$ cat config.mk
export PLATFORM = sky130hd
export DESIGN_NAME = dac_spi_tx
export DESIGN_NICKNAME = d
export VERILOG_FILES = /design/src/rtl/dac_spi_tx.sv
export SDC_FILE = /design/constraint.sdc
export NUM_CORES = 1
export LEC_CHECK = 0
export ABC_AREA = 1
export ABC_CLOCK_PERIOD_IN_PS = 4200
export CAP_MARGIN = 20
export CORE_MARGIN = 1.5
export CORE_UTILIZATION = 25
export DETAILED_ROUTE_END_ITERATION = 10
export MAX_ROUTING_LAYER = met4
export PLACE_DENSITY = 0.44
export SYNTH_ARGS = -nofsm -noshare
export SYNTH_HDL_FRONTEND = slang
export SYNTH_SLANG_ARGS = --single-unit
export TNS_END_PERCENT = 100
$ cat constraint.sdc
create_clock -name Fg_clk -period 4.2 [get_ports Fg_clk]
set_clock_uncertainty 0.15 [all_clocks]
set_input_delay 0.63 -clock Fg_clk [delete_from_list [all_inputs] [get_ports Fg_clk]]
set_output_delay 0.63 -clock Fg_clk [all_outputs]
set_load 0.005 [all_outputs]
$ cat src/rtl/dac_spi_tx.sv
// dac_spi_tx: FIFO-buffered 16-bit SPI serialiser with LDAC strobe for an MCP4921-class DAC
module dac_spi_tx #(
    parameter int         CLK_DIV    = 2,
    parameter int         FIFO_DEPTH = 4,
    parameter logic [3:0] CFG_BITS   = 4'b0011
) (
    input  logic        Fg_clk,
    input  logic        Reset,
    input  logic [11:0] Sample,
    input  logic        Sample_valid,
    output logic        Sample_ready,
    output logic        Dac_sck,
    output logic        Dac_sdi,
    output logic        Dac_csn,
    output logic        Dac_ldacn,
    output logic        Busy,
    output logic        Overrun
);
    localparam int AW = $clog2(FIFO_DEPTH);
    typedef enum logic [2:0] {IDLE, SHIFT_LO, SHIFT_HI, CS_HOLD, LDAC_PULSE} state_t;
    state_t        state;
    logic [11:0]   mem [FIFO_DEPTH];
    logic [AW-1:0] wr_ptr, rd_ptr;
    logic [AW:0]   count, count_nx;
    logic [7:0]    div;
    logic [3:0]    bit_cnt;
    logic [14:0]   sh;
    logic [15:0]   frame;
    logic          gap, push, pop, div_done;
    assign push     = Sample_valid && Sample_ready;
    assign pop      = state == IDLE && count != '0;
    assign div_done = div == 8'(CLK_DIV - 1);
    assign count_nx = count + (AW+1)'(push) - (AW+1)'(pop);
    assign frame    = {CFG_BITS, mem[rd_ptr]};
    always_ff @(posedge Fg_clk)
        if (push) mem[wr_ptr] <= Sample;
    always_ff @(posedge Fg_clk) begin
        if (Reset) begin
            state        <= IDLE;
            wr_ptr       <= '0;
            rd_ptr       <= '0;
            count        <= '0;
            div          <= '0;
            bit_cnt      <= '0;
            sh           <= '0;
            gap          <= 1'b0;
            Sample_ready <= 1'b1;
            Dac_sck      <= 1'b0;
            Dac_sdi      <= 1'b0;
            Dac_csn      <= 1'b1;
            Dac_ldacn    <= 1'b1;
            Busy         <= 1'b0;
            Overrun      <= 1'b0;
        end else begin
            count        <= count_nx;
            Sample_ready <= count_nx != (AW+1)'(FIFO_DEPTH);
            if (push) wr_ptr <= wr_ptr + AW'(1);
            if (pop) rd_ptr <= rd_ptr + AW'(1);
            if (Sample_valid && !Sample_ready) Overrun <= 1'b1;
            div <= (state == IDLE || div_done) ? '0 : div + 8'd1;
            case (state)
                IDLE: if (pop) begin
                    sh      <= frame[14:0];
                    Dac_sdi <= frame[15];
                    Dac_csn <= 1'b0;
                    bit_cnt <= 4'd15;
                    Busy    <= 1'b1;
                    state   <= SHIFT_LO;
                end
                SHIFT_LO: if (div_done) begin
                    Dac_sck <= 1'b1;
                    state   <= SHIFT_HI;
                end
                SHIFT_HI: if (div_done) begin
                    Dac_sck <= 1'b0;
                    if (bit_cnt == 4'd0) state <= CS_HOLD;
                    else begin
                        bit_cnt <= bit_cnt - 4'd1;
                        Dac_sdi <= sh[14];
                        sh      <= {sh[13:0], 1'b0};
                        state   <= SHIFT_LO;
                    end
                end
                CS_HOLD: if (div_done) begin
                    Dac_csn   <= 1'b1;
                    Dac_ldacn <= 1'b0;
                    state     <= LDAC_PULSE;
                end
                // LDAC low for one division, then one more division of recovery before the next frame
                LDAC_PULSE: if (div_done) begin
                    if (!gap) begin
                        Dac_ldacn <= 1'b1;
                        gap       <= 1'b1;
                    end else begin
                        gap   <= 1'b0;
                        Busy  <= 1'b0;
                        state <= IDLE;
                    end
                end
                default: state <= IDLE;
            endcase
        end
    end
endmodule

==> results <==
- The run finished with clean final reports.
- The slew at the pin closest to its max-slew limit is approximately 0.72 ns.
- Post-CTS repair changed the size of 0 cells.
- The aggregate global-route resource usage is 10.8%.
- The final count of pins violating max slew was 0.
- The wire length reported by the detailed router is 7.93 mm.
- Setup repair after global routing left no endpoint under its margin.
- The share of final-layout standard cells stronger than drive strength 1 is between 10% and 20%.
- The post-synthesis sequential area ratio is around 60%.
- In the final routing, the length of wire on met1 measures ~3.7 mm.
- No sink is reached through more buffers than the 2 on the longest clock path.
- The post-cts hold buffer count is 0.
- Across the run, the number of max-cap violations was 0.
- The number of placement rows is 46.
- The class of the most critical hold timing path is reg2reg.
- The via count of the first global-routing pass is around 2700.
- At the end of the flow, the number of nets in the layout was roughly 460.
- The total power divided by cell area is roughly 660 mW/mm².
- The starting utilization of the core area is between 20% and 30%.
- The biggest area contributor in the post-synthesis netlist is edfxtp_1.
- The part of the total power dissipated in sequential elements is roughly 40%.
- Of all nets on the critical path, the largest fanout is 9.
- TritonCTS built the clock tree.
- The post-route minimum period is 2.41 ns.
- The routed layout has approximately 2800 vias.
- The average cell area after synthesis is between 9 and 10 µm².
- The clock sink total is between 90 and 100.
- The hold violation total from the final report is 0.
- The number of enable-type register cells in the synthesized netlist is 48.
- By area the synthesized netlist is led by edfxtp_1, dfxtp_1, nor2_1.
- The net count of the mapped netlist is 433.
- The first TritonRoute pass finished after 4 iterations.
- Setup violations remaining at the end of the flow were counted as 0.
- STA classifies the critical path endpoint as a register.
- The most frequently used flop master after synthesis is edfxtp_1.
- In the synthesized netlist, the number of instances is between 400 and 500.
- The CTS root buffer is clkbuf_16.
- Synthesis inferred between 90 and 100 register bits.
- Clock-pin slew was measured on the worst setup and hold paths at roughly 0.070 ns.
- The TritonCTS buffer count is 9.
- The worst reg2reg path depth is 11.
- The initial antenna violation count was 0.
- Combinational logic burns between 30% and 40% of the power.
- The final hold slack is approximately 0.31 ns.
- The leakage power of the design is between 1.5 and 2 nW.
- The startpoint class of the critical path is an input pin.
- Dividing the detail-routed via count by the number of cells gives 4.24.
- In the detailed route, the total length drawn on met3 is between 300 and 400 µm.
- The weighted congestion at the end of routability-driven global placement is around 0.72.
- The cell area after placement is 0.00443 mm².
- The peak ir drop on the vdd network is 0.000237 V.
- The filler cell count is ~1700.
- STA puts the critical path data arrival time at 2.49 ns.
- The count of synthesis-stage warnings from yosys is 0.
- The worst path uses 57.3% of the clock period.
- The vertical die dimension is ~130 µm.
- The proportion of register bits with asynchronous set or reset after synthesis is 0%.
- After legalization and detailed placement, the total HPWL measured between 5 and 6 mm.
- The setup TNS is 0 ns.
- Wire segments on met2 add up to around 3.8 mm in the final route.
- The horizontal extent of the die is around 130 µm.
- The multi-input combinational cells in the finished layout cover a total of approximately 0.0014 mm².
- The worst slew margin relative to its limit is between 50% and 60%.
- Once detail routing completed, the nets flagged for antenna violations numbered 0.
- The number of top-level design ports is 22.
- The power dissipated by switching net loads is ~0.0012 W.
- The clock insertion delay at the later pin of the skew report is 0.35 ns.
- The total area inside the core boundary comes to around 0.016 mm².
- The final routed wire length divided by cell count is 12.2 µm.
- The switching power share of the total is a little under two fifths.
- The global-route wire length before repair is between 10 and 15 mm.
- The sequential cells in the finished layout cover a total of roughly 0.0024 mm².
- The maximum clock rate is between 400 and 500 MHz.
- The number of distinct library cell variants in the gate-level netlist after synthesis is 35.
- Once the clock tree was built, the setup fixing pass inserted 0 buffers.
- The data required time of the worst path is 4.28 ns.
- 0 antenna diodes ended up in the layout.
- The largest net degree at the start of global routing is 27.
- The clock network is responsible for 25.6% of the overall power.
- The area growth from synthesis to layout is 18.2%.
- The critical path class is in2reg.
- The post-synth design cell area is 0.00399 mm².
- The share of the synthesized area in the top cell type is 36.1%.
- The floorplan step defined a die boundary enclosing between 0.015 and 0.02 mm².
- The highest routed metal layer is met4.
- The clock tree synthesis step divided the H-tree into 3 levels.
- The count of buffers inserted at the top-level ports is 21.
- Summed over all layers, the global routing overflow is 0.
- The cell depth of the worst min-delay path is 2.
- The residual DRC count is 0.
- The internal portion of the total power is 0.00193 W.
- The number of violations reported at the end of detailed-routing iteration 0 is 168.
- Once layout is done, the placed cells without fillers occupy ~0.0047 mm².
-- cell families (layout without fill, tap and decap cells) --
group | count (synthesis) | in the layout | synth area share, %
xor+xnor | 5 | 5 | 1.10
compound gates | 97 | 97 | 14.0
fa+ha+maj | 11 | 11 | 3.64
buf+inv | 53 | 82 | 6.08
flops | 95 | 95 | 59.7
simple gates | 146 | 146 | 15.5
-- path summary, 6_finish.rpt --
check                from           end  slack (ns)
max          Sample_valid  Sample_ready        1.79
min                  Busy          Busy        0.31
max reg2reg      state[0]  Sample_ready        1.90
min reg2reg          Busy          Busy        0.31
-- cells in the final DEF (no fill, tap or decap), drive strengths merged, types with 2 or more instances in the layout --
cell,n
o22ai,13
nor2,65
xnor2,2
clkbuf,9
buf,6
o21ai,51
nand3,9
clkdlybuf4s50,21
a21oi,30
ha,10
xor2,3
clkinvlp,3
edfxtp,48
nand2,66
nor3,3
dfxtp,47
inv,43
-- synthesized netlist by cell type (2+ instances only) --
master    number
buf_2          2
o22ai_1       13
edfxtp_1      48
nand3_1        9
nand2_4        3
nand2_2        8
xor2_1         3
ha_1          10
o21ai_2        4
o21ai_0       35
a21oi_1       21
dfxtp_1       47
nor2_2         2
inv_1         36
xnor2_1        2
nor2_1        63
o21ai_1       12
clkbuf_1       8
nand2_1       55
nor3_1         3
a21oi_2        9
-- critical path, stage by stage --
cell and delay (ns):
clkdlybuf4s50_1 0.48, nand2_1 0.18, ha_1 0.33, inv_1 0.04
ha_1 0.18, fa_1 0.38, a21oi_1 0.17, nand3_1 0.09
-- state kept, by name (all words and copies together), names as in the netlist, 2 cells and up, named ones only --
signal	flops
bit_cnt	4
count	3
wr_ptr	2
state	3
rd_ptr	2
div	8
mem	48
sh	15
-- through the flow --
step / setup slack [ns] / total power [W] / utilization [%] / cells
5_1_grt: 1.66 / 0.00333 / 30.0 / 652
3_3_place_gp: 1.49 / 0.00232 / 28.2 / 636
3_5_place_dp: 1.41 / 0.00234 / 28.2 / 636
4_1_cts: 1.80 / 0.00314 / 30.0 / 652
6_report: 1.79 / 0.00309 / 30.0 / 652
2_1_floorplan: 2.08 / 0.00212 / - / 407
-- layout make-up --
class | instances | share of cell area (%)
inverter | 39 | 3.32
clock buffer | 9 | 4.78
clock inverter | 7 | 1.27
sequential | 95 | 50.5
timing repair buffer | 27 | 5.41
multi-input combinational | 259 | 29.0
tap | 216 | 5.73
-- power by group through the flow --
stage	Sequential [W]	Clock, W	Combinational, W
after floorplan	0.00124	0	0.000880
after global placement	0.00126	0	0.00106
after detailed placement	0.00126	0	0.00107
after CTS	0.00124	0.000818	0.00108
after global routing	0.00126	0.000853	0.00121
final	0.00124	0.000791	0.00106
-- metal layers --
metal | track usage (%) | vias to the layer above
li1 | - | 1417
met1 | 12.6 | 1307
met2 | 17.5 | 31
met3 | 3.59 | 12
met4 | 3.97 | 0
met5 | - | -
No activity file was read; power rests on OpenSTA's default activity.
